[config.mk]
export PLATFORM = sky130hd
export DESIGN_NAME = instr_encoder_loader_flat
export DESIGN_NICKNAME = d
export VERILOG_FILES = /design/src/rtl/instr_encoder_loader_if.sv /design/src/rtl/instr_encoder_loader.sv /design/src/flat_wrapper.sv
export SDC_FILE = /design/constraint.sdc
export NUM_CORES = 1
export LEC_CHECK = 0
export BUFFER_PORTS_ARGS = -buffer_cell sky130_fd_sc_hd__buf_2
export CAP_MARGIN = 30
export CORE_MARGIN = 8
export CORE_UTILIZATION = 50
export CTS_CLUSTER_SIZE = 14
export DETAILED_ROUTE_END_ITERATION = 7
export GPL_TIMING_DRIVEN = 1
export PLACE_DENSITY = 0.82
export SYNTH_ARGS = -nofsm -noshare
export SYNTH_HDL_FRONTEND = slang
export SYNTH_SLANG_ARGS = --single-unit
[constraint.sdc]
create_clock -name clk -period 4.13 [get_ports clk]
set_input_delay 0.826 -clock clk [delete_from_list [all_inputs] [get_ports clk]]
set_output_delay 0.826 -clock clk [all_outputs]
set_load 0.02 [all_outputs]
[src/rtl/instr_encoder_loader_if.sv]
// Request channel of the instruction encoder/loader: field-level instruction requests.
// A transfer happens on every rising clk edge where req_valid and req_ready are both 1; the master holds its fields stable while req_valid=1 and req_ready=0.
interface instr_encoder_loader_if;
  logic       req_valid;
  logic       req_ready;
  logic [1:0] req_class;
  logic [3:0] req_sub;
  logic [2:0] req_rd;
  logic [2:0] req_ra;
  logic [2:0] req_rb;
  logic [6:0] req_imm;

  modport master (
    output req_valid, req_class, req_sub, req_rd, req_ra, req_rb, req_imm,
    input  req_ready
  );

  modport slave (
    input  req_valid, req_class, req_sub, req_rd, req_ra, req_rb, req_imm,
    output req_ready
  );
endinterface

[src/rtl/instr_encoder_loader.sv]
// Packs field-level requests into 16-bit ISA words and writes them sequentially into imem.
// Optional macro ENC_CHECK_EN: reject class 11 and out-of-range LI immediates with an enc_err pulse.
module instr_encoder_loader #(
  parameter int AW    = 8,
  parameter int DEPTH = 256
) (
  input  logic                    clk,
  input  logic                    rst,
  input  logic                    load_start,
  input  logic [AW-1:0]           start_addr,
  instr_encoder_loader_if.slave   req,
  output logic                    imem_we,
  output logic [AW-1:0]           imem_addr,
  output logic [15:0]             imem_wdata,
  output logic                    full,
  output logic [AW:0]             word_count,
  output logic                    enc_err,
  output logic [1:0]              dbg_state
);

  localparam logic [1:0] S_IDLE = 2'd0;
  localparam logic [1:0] S_RUN  = 2'd1;
  localparam logic [1:0] S_FULL = 2'd2;
  localparam logic [AW:0] DEPTH_C = (AW+1)'(DEPTH);

  logic [1:0]    r_state;
  logic [AW-1:0] r_ptr;
  logic [AW:0]   r_count;
  logic          r_we;
  logic [AW-1:0] r_addr;
  logic [15:0]   r_wdata;
  logic          r_err;

  logic          w_accept;
  logic          w_reject;
  logic          w_write;
  logic          w_is_li;
  logic [15:0]   w_enc;
  logic [AW:0]   w_count_nxt;

  assign full          = (r_state == S_FULL);
  assign req.req_ready = (r_state == S_RUN) && !full && !load_start;
  assign w_accept      = req.req_valid && req.req_ready;
  assign w_is_li       = (req.req_class == 2'b01) && (req.req_sub == 4'b1010);
  assign w_count_nxt   = r_count + 1'b1;

`ifdef ENC_CHECK_EN
  assign w_reject = (req.req_class == 2'b11) || (w_is_li && req.req_imm[6]);
`else
  assign w_reject = 1'b0;
`endif

  assign w_write = w_accept && !w_reject;

  always_comb begin
    w_enc = 16'h0000;
    case (req.req_class)
      2'b00: w_enc = {2'b00, req.req_sub[0], req.req_rd, req.req_ra, req.req_imm};
      2'b01: begin
        if (w_is_li)
          w_enc = {2'b01, 4'b1010, 1'b0, req.req_rd, req.req_imm[5:0]};
        else
          w_enc = {2'b01, req.req_sub, 1'b0, req.req_rd, req.req_ra, req.req_rb};
      end
      2'b10: begin
        case (req.req_sub[2:0])
          3'b110:  w_enc = {2'b10, 3'b110, 6'b0, req.req_rd, 2'b00};
          3'b111:  w_enc = {2'b10, 3'b111, 11'b0};
          default: w_enc = {2'b10, req.req_sub[2:0], req.req_ra, req.req_rb, req.req_rd, 2'b00};
        endcase
      end
      default: w_enc = 16'hC000;
    endcase
  end

  // word_count advances with the write strobe so full drops req_ready before an extra accept.
  always_ff @(posedge clk or posedge rst) begin
    if (rst) begin
      r_state <= S_IDLE;
      r_ptr   <= '0;
      r_count <= '0;
      r_we    <= 1'b0;
      r_addr  <= '0;
      r_wdata <= 16'h0000;
      r_err   <= 1'b0;
    end else begin
      r_we  <= w_write;
      r_err <= w_accept && w_reject;
      if (w_write) begin
        r_addr  <= r_ptr;
        r_wdata <= w_enc;
      end
      if (load_start) begin
        r_state <= S_RUN;
        r_ptr   <= start_addr;
        r_count <= '0;
      end else if (w_write) begin
        r_ptr   <= r_ptr + 1'b1;
        r_count <= w_count_nxt;
        if (w_count_nxt == DEPTH_C)
          r_state <= S_FULL;
      end
    end
  end

  assign imem_we    = r_we;
  assign imem_addr  = r_addr;
  assign imem_wdata = r_wdata;
  assign word_count = r_count;
  assign enc_err    = r_err;
  assign dbg_state  = r_state;

endmodule

[src/flat_wrapper.sv]
// flat-port wrapper written by rule: the top's interface ports become plain ports
module instr_encoder_loader_flat 
#(
  parameter int AW    = 8,
  parameter int DEPTH = 256
)
  (clk, rst, load_start, start_addr, imem_we, imem_addr, imem_wdata, full, word_count, enc_err, dbg_state, req_req_valid, req_req_class, req_req_sub, req_req_rd, req_req_ra, req_req_rb, req_req_imm, req_req_ready);
  instr_encoder_loader_if req_i ();
  input  logic clk;
  input  logic rst;
  input  logic load_start;
  input  logic [AW-1:0] start_addr;
  output logic imem_we;
  output logic [AW-1:0] imem_addr;
  output logic [15:0] imem_wdata;
  output logic full;
  output logic [AW:0] word_count;
  output logic enc_err;
  output logic [1:0] dbg_state;
  input wire logic [$bits(req_i.req_valid)-1:0] req_req_valid;
  input wire logic [$bits(req_i.req_class)-1:0] req_req_class;
  input wire logic [$bits(req_i.req_sub)-1:0] req_req_sub;
  input wire logic [$bits(req_i.req_rd)-1:0] req_req_rd;
  input wire logic [$bits(req_i.req_ra)-1:0] req_req_ra;
  input wire logic [$bits(req_i.req_rb)-1:0] req_req_rb;
  input wire logic [$bits(req_i.req_imm)-1:0] req_req_imm;
  output wire logic [$bits(req_i.req_ready)-1:0] req_req_ready;
  assign req_i.req_valid = req_req_valid;
  assign req_i.req_class = req_req_class;
  assign req_i.req_sub = req_req_sub;
  assign req_i.req_rd = req_req_rd;
  assign req_i.req_ra = req_req_ra;
  assign req_i.req_rb = req_req_rb;
  assign req_i.req_imm = req_req_imm;
  assign req_req_ready = req_i.req_ready;
  instr_encoder_loader #(.AW(AW), .DEPTH(DEPTH)) u_core (.clk(clk), .rst(rst), .load_start(load_start), .start_addr(start_addr), .req(req_i), .imem_we(imem_we), .imem_addr(imem_addr), .imem_wdata(imem_wdata), .full(full), .word_count(word_count), .enc_err(enc_err), .dbg_state(dbg_state));
endmodule
# ---- Word-level counts from Yosys, hierarchy flattened
# Cells that the tools add are included.
dict set report totals {
  word_cells 36
  ff_bits 44
  out_inout_bits 39
  input_bits 34
}
dict set report classes {
  n_mux 10
  add_sub_neg 2
  n_eq_ne 8
  reduce_logical 10
}
# op n
set op_table {}
lappend op_table {{$pmux W16 S3} 1}
lappend op_table {{$pmux W14 S2} 1}
lappend op_table {{$mux W9} 2}
lappend op_table {{$mux W8} 2}
lappend op_table {{$mux W14} 1}
lappend op_table {{$add A9 B1 Y9 const B} 1}
lappend op_table {{$eq A9 B9 Y1 const B} 1}
lappend op_table {{$add A8 B1 Y8 const B} 1}
lappend op_table {{$eq A3 B3 Y1 const B} 2}
lappend op_table {{$mux W2} 3}
lappend op_table {{$eq A2 B1 Y1 const B} 2}
lappend op_table {{$eq A2 B2 Y1 const B} 2}
lappend op_table {{$eq A4 B4 Y1 const B} 1}
lappend op_table {{$logic_and A1 B1 Y1} 4}
lappend op_table {{$reduce_bool A2 Y1} 2}
lappend op_table {{$logic_not A1 Y1} 2}
lappend op_table {{$logic_not A2 Y1} 1}
lappend op_table {{$reduce_and A2 Y1} 1}

# ---- Logic depth before layout (Yosys ltp)
dict set report depth {
  word_depth 7
  mapped_depth 7
}

# ---- Worst setup path after synthesis
# OpenSTA, ideal clock, no wires.
dict set report synth_path {
  path_type {input -> output}
  from {input load_start}
  to {output req_req_ready}
  path_stages 2
  required_time_ns 3.304
  path_slack_ns 2.044
  t_arrival_ns 1.260
  cell_sequence {buf_6 > nor3b_4}
}
dict set report synth_between {
  elab_chain_cells 2
}
# item line
set synth_rtl {}
lappend synth_rtl {{start: declaration} flat_wrapper.sv:11} ;# input logic load_start;
lappend synth_rtl {{$logic_not A1 Y1} instr_encoder_loader.sv:42} ;# assign req.req_ready = (r_state == S_RUN) && !full && !load_start;
lappend synth_rtl {{$logic_and A1 B1 Y1} instr_encoder_loader.sv:42}
lappend synth_rtl {{end: declaration} flat_wrapper.sv:27} ;# output wire logic [$bits(req_i.req_ready)-1:0] req_req_ready;
# Every way passes these cells.

# ---- Final worst setup path
dict set report layout_path {
  from {input load_start}
  to {register u_core.r_state[0] (netlist: u_core.dbg_state[0])}
}
dict set report layout_between {
  elab_chain_cells 5
}
# item line
set layout_rtl {}
lappend layout_rtl {{$logic_not A1 Y1} instr_encoder_loader.sv:42}
lappend layout_rtl {{$logic_and A1 B1 Y1} instr_encoder_loader.sv:42}
lappend layout_rtl {{$logic_and A1 B1 Y1} instr_encoder_loader.sv:43} ;# assign w_accept = req.req_valid && req.req_ready;
lappend layout_rtl {{$reduce_bool A2 Y1 (no line)} -}
lappend layout_rtl {{$reduce_and A2 Y1 (no line)} -}
lappend layout_rtl {{end signal: assignment} instr_encoder_loader.sv:79} ;# r_state <= S_IDLE;
lappend layout_rtl {{end signal: assignment} instr_encoder_loader.sv:94} ;# r_state <= S_RUN;
lappend layout_rtl {{end signal: assignment} instr_encoder_loader.sv:101} ;# r_state <= S_FULL;
lappend layout_rtl {{end: declaration} instr_encoder_loader.sv:26} ;# logic [1:0] r_state;
# Several ways; a longest one is shown, not always the timed one.
# A chain may end at the register's enable or synchronous reset.

==> results.yml <==
status:
  status: "completed"
worst_setup_path:
  end_kind: "register"
  rr_worst_depth: 6
  arrival_ps: 2580
  cp.required_ps: 4330
  r2r_start: "u_core.dbg_state[0]"
  path_class: "in -> reg"
  r2r_end: "u_core.dbg_state[0]"
  worst-path-max-fanout: 32
  startpoint_type: "primary input"
  rrSetupSlack_ps: 2130
sta:
  drv_slew: 0
  fin_setup_tns_ps: 0
  finClkSkew_ps: 5.19
  slew_headroom: 0.390
  rsz0062_at_grt: "false"
  finalHoldViolCount: 0
  post-route-period-util: 0.577
  holdWs_ps: 473
  setup_viol: 0
  max_freq_mhz: 420
  worst_slew_pin_slew_ps: 913
  min_period_ps: 2380
global_routing:
  overflow: 0
  grt_antenna_before_repair: 0
  grt_pass1_wl_um: 9450
  grt_usage: 0.161
  grt_start_max_net_pins: 45
  grt_pass1_vias: 1947
finish:
  layout-drive-gt1-share: 0.272
  instances_no_fill: 365
  layout.nets: 349
  syn2layout_area_growth_pct: 20.0
  diodes: 0
floorplanning:
  core_mm2: 0.00438
  io_pins: 73
  die_x_um: 83.5
  die-area_mm2: 0.00697
  std_cell_rows: 24
  start_util: 0.520
  die_h_um: 83.5
routing:
  drtIter0Drc: 180
  first_pass_iters: 4
  drc: 0
  drtAntennaViolNets: 0
  vias: 1979
  viasPerCell: 5.42
  wl_per_cell_um: 15.2
  routed_wl_um: 5560
synth:
  syn_avg_cell_area_um2: 9.15
  synth_area_mm2: 0.00228
  synth_warnings: 0
  syn_nets: 286
  synth_cell_type_count: 41
  ys_seq_area_frac: 0.483
  syn_inst: 249
  synth-seq-cells: 44
clock_tree:
  cts_setup_buffers: 0
  insertion_delay_ps: 300
  cts_buffer_depth: 2
  clkSinkCount: 44
  cts_buffers: 5
  h-tree-depth: 2
  path_clk_slew_ps: 80
  cts-root-buf: "clkbuf_8"
  cts_tree: "yes"
  postCtsHoldBufs: 0
  postCtsResizedCells: 0
power:
  p_total_w: 0.00105
  power.density_mw_per_mm2: 383
  irDropWorstVdd_v: 0.000215
  power.leakage_nw: 1.39
place:
  gp_congestion: 0.800
  hpwlAfterDp_um: 4100
  port_buffers: 71
  dp_cells: 357
hold_path:
  hold_class: "reg -> reg"
  hp-start: "u_core.imem_addr[2]"
  hold_path_end: "u_core.imem_addr[2]"
  worstHoldPathCells: 2
flow_run:
  drv_cap: 0
==> placed cells by master, fill, tap and decap left out, types with 4 or more instances in the layout <==
cell / synthesis / final
buf_2: 6 / 71
nand2_1: 56 / 56
dfrtp_1: 44 / 44
nor2_1: 24 / 24
o21ai_0: 19 / 19
mux2i_1: 12 / 12
xor2_1: 11 / 11
a21oi_1: 11 / 11
xnor2_1: 7 / 7
nand4_1: 6 / 6
clkbuf_8: 0 / 5
nand3_1: 4 / 4
==> layout make-up <==
cell class | instances | area [um2]
inverters | 5 | 20.0
multi-input cells | 185 | 1080
flip-flops and latches | 44 | 1100
fillers | 391 | 1650
clock inverters | 3 | 42.5
well taps | 52 | 65.1
repair buffers | 71 | 355
clock buffers | 5 | 68.8
==> report_power, final <==
group          internal (W)  total, W  switching, W
Clock              0.000179  0.000329      0.000150
Sequential         0.000476  0.000506     0.0000309
Combinational     0.0000769  0.000212      0.000135
==> registers in the layout, indices dropped and copies added, names as in the netlist <==
name	cells
u_core.imem_we	1
u_core.imem_addr	8
u_core.word_count	9
u_core.imem_wdata	16
u_core.r_ptr	8
u_core.dbg_state	2
==> per-layer routing <==
layer,share of wire,global-route usage,vias up
met4,0.0058,0.0361,0
met1,0.43,0.198,949
met2,0.50,0.266,56
met3,0.055,0.0508,4
li1,-,-,970
met5,0,0,-
==> Yosys cell counts <==
library cell / instances / share of area
nand2_1: 56 / 0.092
dfrtp_1: 44 / 0.48
nor2_1: 24 / 0.040
o21ai_0: 19 / 0.042
mux2i_1: 12 / 0.053
a21oi_1: 11 / 0.024
xor2_1: 11 / 0.042
clkbuf_1: 7 / 0.012
xnor2_1: 7 / 0.027
buf_2: 6 / 0.013
nand4_1: 6 / 0.016
inv_1: 4 / 0.0066
nand3_1: 4 / 0.0088
a22oi_1: 3 / 0.0099
and3_1: 3 / 0.0082
ha_1: 3 / 0.016
nor2b_1: 3 / 0.0082
a31oi_1: 2 / 0.0055
nand2b_1: 2 / 0.0055
a21o_1: 1 / 0.0033
a221o_1: 1 / 0.0044
a221oi_1: 1 / 0.0038
a311oi_1: 1 / 0.0038
a311oi_2: 1 / 0.0066
and2_1: 1 / 0.0027
and3b_1: 1 / 0.0038
and4_1: 1 / 0.0038
and4bb_2: 1 / 0.0055
buf_4: 1 / 0.0033
buf_6: 1 / 0.0049
clkinv_2: 1 / 0.0022
conb_1: 1 / 0.0016
nand2_2: 1 / 0.0027
nand4bb_1: 1 / 0.0049
nor3b_1: 1 / 0.0033
nor3b_4: 1 / 0.0082
o211a_1: 1 / 0.0044
o21a_1: 1 / 0.0033
o21ai_1: 1 / 0.0022
o221ai_1: 1 / 0.0038
o32ai_1: 1 / 0.0038
==> worst max-delay path: stages <==
cell and delay (ps):
buf_2 250, nor3b_4 270, nand2_2 360, clkinv_2 330, o211a_1 200, nand4_1 130, a21o_1 200
==> through the flow <==
step                area, um2  setup WS [ps]  utilization
floorplan                2280           2040            -
global placement         2620           1520        0.598
detailed placement       2620           1420        0.598
CTS                      2740           1740        0.624
global route             2740           1480        0.624
finish                   2740           1750        0.624
==> how the worst max path moves through the flow <==
stage,startpoint,cells past startpoint,slack (ps),end
2_1_floorplan,load_start,2,2040,req_req_ready
3_3_place_gp,load_start,7,1520,u_core.dbg_state[0]
3_5_place_dp,load_start,7,1420,u_core.dbg_state[1]
4_1_cts,load_start,7,1740,u_core.dbg_state[1]
5_1_grt,load_start,6,1480,u_core.imem_wdata[2]
6_report,load_start,7,1750,u_core.dbg_state[0]
==> kinds of logic after synthesis <==
kind of cell	count (synthesis)	share of synthesized area
AOI/OAI and AO/OA	45	0.121
xor gates and xnor gates	18	0.0692
muxes	12	0.0527
buffers and inverters	20	0.0417
and+or+nand+nor	106	0.214
adders and majority gates	3	0.0165
DFF	44	0.483
other	1	0.00165
Power figures use the tool's default switching activity.
